**src/rtl/keypad_pkg.sv**
```systemverilog
// Shared types and helpers for the 4x4 matrix keypad scanner.
package keypad_pkg;

   localparam int NUM_ROWS = 4;
   localparam int NUM_COLS = 4;

   typedef enum logic [1:0] {
      SCAN       = 2'd0,
      PRESS_DB   = 2'd1,
      HELD       = 2'd2,
      RELEASE_DB = 2'd3
   } kp_state_t;

   // Hex value printed on the key at (row_idx, col_idx).
   function automatic logic [3:0] keymap(input logic [1:0] row_idx, input logic [1:0] col_idx);
      logic [3:0] code;
      case ({row_idx, col_idx})
         4'b00_00: code = 4'h1;
         4'b00_01: code = 4'h2;
         4'b00_10: code = 4'h3;
         4'b00_11: code = 4'hA;
         4'b01_00: code = 4'h4;
         4'b01_01: code = 4'h5;
         4'b01_10: code = 4'h6;
         4'b01_11: code = 4'hB;
         4'b10_00: code = 4'h7;
         4'b10_01: code = 4'h8;
         4'b10_10: code = 4'h9;
         4'b10_11: code = 4'hC;
         4'b11_00: code = 4'hE;
         4'b11_01: code = 4'h0;
         4'b11_10: code = 4'hF;
         4'b11_11: code = 4'hD;
         default:  code = 4'h0;
      endcase
      return code;
   endfunction

   // Index of the lowest-numbered active-low row; only meaningful when some row is low.
   function automatic logic [1:0] first_low_row(input logic [3:0] rows_lvl);
      logic [1:0] idx;
      if (rows_lvl[0] == 1'b0) begin
         idx = 2'd0;
      end else if (rows_lvl[1] == 1'b0) begin
         idx = 2'd1;
      end else if (rows_lvl[2] == 1'b0) begin
         idx = 2'd2;
      end else begin
         idx = 2'd3;
      end
      return idx;
   endfunction

endpackage

```
**src/rtl/sync_2ff.sv**
```systemverilog
// Two-flop synchronizer for asynchronous level inputs; resets to a chosen idle level.
module sync_2ff #(
   parameter int               WIDTH     = 4,
   parameter logic [WIDTH-1:0] RESET_VAL = {WIDTH{1'b1}}
) (
   input  logic             clk,
   input  logic             reset,
   input  logic [WIDTH-1:0] d,
   output logic [WIDTH-1:0] q
);

   logic [WIDTH-1:0] meta_r;
   logic [WIDTH-1:0] sync_r;

   // Two back-to-back flops resolve metastability before the level is used.
   always_ff @(posedge clk) begin
      if (reset) begin
         meta_r <= RESET_VAL;
         sync_r <= RESET_VAL;
      end else begin
         meta_r <= d;
         sync_r <= meta_r;
      end
   end

   assign q = sync_r;

endmodule

```
**src/rtl/keypad_scanner.sv**
```systemverilog
// 4x4 matrix keypad scanner: walks an active-low column, debounces press and
// release on the latched row, and reports each accepted key exactly once.
module keypad_scanner
   import keypad_pkg::*;
#(
   parameter int SCAN_DIV        = 24000,
   parameter int DEBOUNCE_CYCLES = 480000
) (
   input  logic       clk,
   input  logic       reset,
   input  logic [3:0] rows,
   output logic [3:0] cols,
   output logic [3:0] key_code,
   output logic       key_valid,
   output logic       key_held
);

   localparam int DW = $clog2(SCAN_DIV) + 1;
   localparam int CW = $clog2(DEBOUNCE_CYCLES) + 1;

   localparam logic [DW-1:0] DWELL_ZERO = {DW{1'b0}};
   localparam logic [DW-1:0] DWELL_ONE  = DW'(1);
   localparam logic [DW-1:0] DWELL_LAST = DW'(SCAN_DIV - 1);
   localparam logic [DW-1:0] DWELL_MAX  = {DW{1'b1}};
   localparam logic [CW-1:0] DB_ZERO    = {CW{1'b0}};
   localparam logic [CW-1:0] DB_ONE     = CW'(1);
   localparam logic [CW-1:0] DB_LAST    = CW'(DEBOUNCE_CYCLES - 1);
   localparam logic [CW-1:0] DB_MAX     = {CW{1'b1}};

   logic [NUM_ROWS-1:0] rs_s;

   kp_state_t           state_r,     state_s;
   logic [1:0]          col_idx_r,   col_idx_s;
   logic [1:0]          row_idx_r,   row_idx_s;
   logic [DW-1:0]       dwell_r,     dwell_s;
   logic [CW-1:0]       db_cnt_r,    db_cnt_s;
   logic [NUM_COLS-1:0] cols_r,      cols_s;
   logic [3:0]          key_code_r,  key_code_s;
   logic                key_valid_r, key_valid_s;
   logic                key_held_r,  key_held_s;
   logic                row_low_s;

   sync_2ff #(
      .WIDTH     (NUM_ROWS),
      .RESET_VAL ({NUM_ROWS{1'b1}})
   ) u_row_sync (
      .clk   (clk),
      .reset (reset),
      .d     (rows),
      .q     (rs_s)
   );

   // Level of the latched row only; other rows are ignored once a key is latched.
   assign row_low_s = (rs_s[row_idx_r] == 1'b0);

   // Next-state, counters and output decisions for the scan/debounce FSM.
   always_comb begin
      state_s     = state_r;
      col_idx_s   = col_idx_r;
      row_idx_s   = row_idx_r;
      dwell_s     = dwell_r;
      db_cnt_s    = db_cnt_r;
      key_code_s  = key_code_r;
      key_valid_s = 1'b0;
      key_held_s  = key_held_r;

      case (state_r)
         SCAN: begin
            if (dwell_r >= DWELL_LAST) begin
               dwell_s = DWELL_ZERO;
               if (rs_s != 4'b1111) begin
                  // The sample cycle itself is the first counted low cycle.
                  row_idx_s = first_low_row(rs_s);
                  db_cnt_s  = DB_ONE;
                  state_s   = PRESS_DB;
               end else begin
                  col_idx_s = col_idx_r + 2'd1;
                  db_cnt_s  = DB_ZERO;
               end
            end else begin
               dwell_s = (dwell_r == DWELL_MAX) ? dwell_r : (dwell_r + DWELL_ONE);
            end
         end

         PRESS_DB: begin
            if (row_low_s) begin
               if (db_cnt_r >= DB_LAST) begin
                  key_code_s  = keymap(row_idx_r, col_idx_r);
                  key_valid_s = 1'b1;
                  key_held_s  = 1'b1;
                  db_cnt_s    = DB_ZERO;
                  state_s     = HELD;
               end else begin
                  db_cnt_s = (db_cnt_r == DB_MAX) ? db_cnt_r : (db_cnt_r + DB_ONE);
               end
            end else begin
               // Bounce: abandon this key and move on to the next column.
               col_idx_s = col_idx_r + 2'd1;
               dwell_s   = DWELL_ZERO;
               db_cnt_s  = DB_ZERO;
               state_s   = SCAN;
            end
         end

         HELD: begin
            if (!row_low_s) begin
               // The first high cycle counts toward the release debounce.
               db_cnt_s = DB_ONE;
               state_s  = RELEASE_DB;
            end else begin
               db_cnt_s = DB_ZERO;
            end
         end

         RELEASE_DB: begin
            if (!row_low_s) begin
               if (db_cnt_r >= DB_LAST) begin
                  key_held_s = 1'b0;
                  col_idx_s  = col_idx_r + 2'd1;
                  dwell_s    = DWELL_ZERO;
                  db_cnt_s   = DB_ZERO;
                  state_s    = SCAN;
               end else begin
                  db_cnt_s = (db_cnt_r == DB_MAX) ? db_cnt_r : (db_cnt_r + DB_ONE);
               end
            end else begin
               db_cnt_s = DB_ZERO;
               state_s  = HELD;
            end
         end

         default: begin
            col_idx_s  = 2'd0;
            dwell_s    = DWELL_ZERO;
            db_cnt_s   = DB_ZERO;
            key_held_s = 1'b0;
            state_s    = SCAN;
         end
      endcase
   end

   // Column drive follows the next column index so cols and col_idx change together.
   assign cols_s = ~(4'b0001 << col_idx_s);

   // State, counters and registered outputs.
   always_ff @(posedge clk) begin
      if (reset) begin
         state_r     <= SCAN;
         col_idx_r   <= 2'd0;
         row_idx_r   <= 2'd0;
         dwell_r     <= DWELL_ZERO;
         db_cnt_r    <= DB_ZERO;
         cols_r      <= 4'b1110;
         key_code_r  <= 4'h0;
         key_valid_r <= 1'b0;
         key_held_r  <= 1'b0;
      end else begin
         state_r     <= state_s;
         col_idx_r   <= col_idx_s;
         row_idx_r   <= row_idx_s;
         dwell_r     <= dwell_s;
         db_cnt_r    <= db_cnt_s;
         cols_r      <= cols_s;
         key_code_r  <= key_code_s;
         key_valid_r <= key_valid_s;
         key_held_r  <= key_held_s;
      end
   end

   assign cols      = cols_r;
   assign key_code  = key_code_r;
   assign key_valid = key_valid_r;
   assign key_held  = key_held_r;

endmodule
```
**config.mk**
```make
export PLATFORM = sky130hd
export DESIGN_NAME = keypad_scanner
export DESIGN_NICKNAME = d
export VERILOG_FILES = /design/src/rtl/keypad_pkg.sv /design/src/rtl/sync_2ff.sv /design/src/rtl/keypad_scanner.sv
export SDC_FILE = /design/constraint.sdc
export NUM_CORES = 1
export LEC_CHECK = 0
export CAP_MARGIN = 30
export CORE_MARGIN = 8
export CORE_UTILIZATION = 25
export CTS_CLUSTER_DIAMETER = 120
export DETAILED_ROUTE_END_ITERATION = 7
export GPL_TIMING_DRIVEN = 0
export PLACE_DENSITY = 0.43
export RECOVER_POWER = 25
export SLEW_MARGIN = 20
export SYNTH_ARGS = -nofsm -noshare
export SYNTH_HDL_FRONTEND = slang
export SYNTH_HIERARCHICAL = 1
export SYNTH_SLANG_ARGS = --single-unit
```
**constraint.sdc**
```tcl
create_clock -name clk -period 2.6 [get_ports clk]
set_clock_uncertainty 0.2 [all_clocks]
set_input_delay 0.52 -clock clk [delete_from_list [all_inputs] [get_ports clk]]
set_output_delay 0.52 -clock clk [all_outputs]
set_load 0.1 [all_outputs]
```
==> impl_metrics.tcl <==
set metrics [dict create \
    die_height_um 128.4 \
    place_ws_ps -605.2 \
    vdd_drop_max_uv 356.7 \
    utilization 0.3154 \
    power_density_mw_per_mm2 588.1 \
    clk_pin_slew_worst_paths_ps 50 \
    tightest_slew_ps 1180 \
    rrSetupSlack_ps 110 \
    critPathSlowestCell "clkdlybuf4s50_1" \
    relSlewSlack 0.2165 \
    io_pins 16 \
    place_inst 560 \
    worstPathArrival_ps 1810 \
    synth_seq_area_share 0.3803 \
    io_buffers 15 \
    synthesis.area_mm2 0.003158 \
    dieWidth_um 128.4 \
    grt_usage 0.1159 \
    cp_num_buf_inv 1 \
    final_nets 413 \
    vias_per_cell 5.234 \
    placementRows 41 \
    dp_hpwl_um 6371 \
    setup_viol 0 \
    synth.largest_area_cell "dfxtp_1" \
    clk_latency_ps 330 \
    htreeDepth 3 \
    worst-path-stages 1 \
    synth_area_leaders "dfxtp_1 (38%), a21oi_1 (4.0%), or4_1 (3.6%)" \
    core_area_mm2 0.01247 \
    synth_top_area_frac 0.3803 \
    clk_path_buf_depth 2 \
    fmax_ghz 0.3955 \
    area_delta_synth_final_pct 24.48 \
    numCtsBuffers 9 \
    synth-main-ff-cell "dfxtp_1" \
    cts_root_buffer "clkbuf_16" \
    cts_tree "built" \
    synth.distinct_cells 61 \
    filler_cell_count 1310 \
    leakagePower_nw 1.283 \
    min_path_type "reg2reg" \
    r2r_cells 6 \
    synthCells 373 \
    finalNonFillerCells 578 \
    grt_max_degree 12 \
    status "finished, final reports clean" \
    min_period_over_period 0.9726 \
    syn_avg_cell_area_um2 8.467 \
    slew_violations 0 \
    holdPathStages 1 \
    drv_cap 0 \
    async_reset_ff_frac 0 \
    setup_ws_ps 71.26 \
    power_mw 2.312 \
    start_kind "flip-flop" \
    n_antenna_cell 0 \
    wl_um 9017 \
    drc 0 \
    antenna_found_initial 0 \
    hold_violations 0 \
    worstSetupPathType "reg2out" \
    die_area_mm2 0.01648 \
    required_ps 1880 \
    grt_pass1_vias 2862 \
    synth-seq-cells 60 \
    grt_pass1_wl_um 15190 \
    crit_path_cell_trace "clkdlybuf4s50_1" \
    rsz0062_at_grt "no" \
    vias 3025 \
    max_stage_delay_ps 1140 \
    initial_core_util 0.2533 \
    period_needed_ps 2529 \
    dr.pass1.iters 4 \
    crit_family "buffers and inverters" \
    crit_fanout 2 \
    drive_above_1_share 0.1182 \
    drt_iter0_markers 177 \
    gr-total-overflow 0 \
    drtAntennaViolNets 0 \
    cts.hold.buffers_added 0 \
    cts_sinks 60 \
    routabilityCongestion 0.7594 \
    syn-num-nets 385 \
    synth_edf_count 0 \
    ys_warn_count 6 \
    end_kind "output pin" \
    wire_per_inst_um 15.60 \
]
[report_power, final]
part / leakage, nW / internal, mW / total, mW / switching [mW]
clock: 0.149 / 0.838 / 1.28 / 0.439
combinational: 0.648 / 0.0344 / 0.0926 / 0.0582
sequential: 0.486 / 0.933 / 0.942 / 0.00899
total: 1.28 / 1.81 / 2.31 / 0.506
[sequential cells by signal, summed over array words and instances, names as in the netlist, named ones only]
register,cells
key_code,4
col_idx_r,2
u_row_sync/meta_r,4
row_idx_r,2
key_valid,1
db_cnt_r,20
state_r,1
key_held,1
cols,4
u_row_sync/q,4
dwell_r,16
[final cells by class]
type,count,area (um^2),area share
tap,172,215.2,0.05474
buffer,25,121.4,0.03087
sequential,60,1201,0.3055
inverter,14,52.55,0.01337
clock buffer,10,229.0,0.05824
clock inverter,6,88.84,0.02260
timing repair buffer,17,158.9,0.04042
multi-input combinational,274,1864,0.4742
[cell families (layout without fill, tap and decap cells)]
family	count (synthesis)	in the layout	share of synthesized area
simple gates	144	144	0.2619
compound gates	112	112	0.2417
flops	60	60	0.3803
buf+inv	39	72	0.05071
mux	10	10	0.03605
fa+ha+maj	6	6	0.02377
xor+xnor	2	2	0.005548
[worst paths after layout]
path / start / end
setup reg to reg: row_idx_r[0] / db_cnt_r[6]
setup / recovery: key_code[0] / key_code[0]
hold / removal: u_row_sync/meta_r[3] / u_row_sync/q[3]
hold reg to reg: u_row_sync/meta_r[3] / u_row_sync/q[3]
[per-stage QoR]
step	hold WS (ps)	TNS, ps	area, um^2
floorplan	183.2	0	3158
global placement	191.0	-17400	3523
detailed placement	187.1	-18230	3523
CTS	200.2	0	3870
global route	225.6	0	3931
finish	199.4	0	3931
[routing by layer]
| layer | vias up | share of wire | GRT usage |
|---|---|---|---|
| li1 | 1498 | - | - |
| met1 | 1464 | 0.48 | 0.1500 |
| met2 | 52 | 0.46 | 0.1789 |
| met3 | 11 | 0.038 | 0.03062 |
| met4 | 0 | 0.017 | 0.04685 |
| met5 | - | 0 | 0 |
[worst reg2reg max path, cell delays in order (launching register included)]
cell and delay [ps]:
dfxtp_1 360, mux4_2 550, buf_6 170, xnor2_1 280
nand3_4 220, or4_1 540, o211ai_1 100
[cells in the final DEF (no fill, tap or decap), types with 5 or more instances in the layout]
cell,count
a211oi_1,6
a21oi_1,24
a31oi_1,13
and2_1,5
and3_1,6
clkbuf_1,14
clkbuf_16,9
clkbuf_2,7
clkdlybuf4s50_1,14
dfxtp_1,60
ha_1,6
inv_1,13
mux2i_1,8
nand2_1,27
nand3_1,20
nand4_1,16
nor2_1,9
nor3_1,6
nor4_1,5
o211ai_1,8
o21ai_0,15
o221ai_1,5
o31ai_1,9
or2_1,8
or3_1,7
or4_1,15
[Yosys cell counts, types with 3 or more instances]
cell,count
clkbuf_1,18
and3_1,6
a21oi_1,25
mux2i_1,8
nand4_1,16
ha_1,6
a211oi_1,7
buf_2,5
a41oi_1,3
o31ai_1,10
o221ai_1,5
nor4_1,6
nor2_1,9
or4_1,15
o21a_1,3
nand3_1,21
or3_1,7
nor4b_1,3
a21o_1,4
or2_1,8
nor3_1,6
nand2b_1,3
o211ai_1,8
and2_1,5
a31oi_1,13
inv_1,13
dfxtp_1,60
nand2_1,27
o21ai_0,16
[timing repair]
action                                 CTS  global route
pin swaps                                0             2
resized for setup                        9            18
endpoints found under the hold margin    0             0
setup endpoints to repair               38            39
setup buffers                            0             2
No activity file was read; power rests on OpenSTA's default activity.
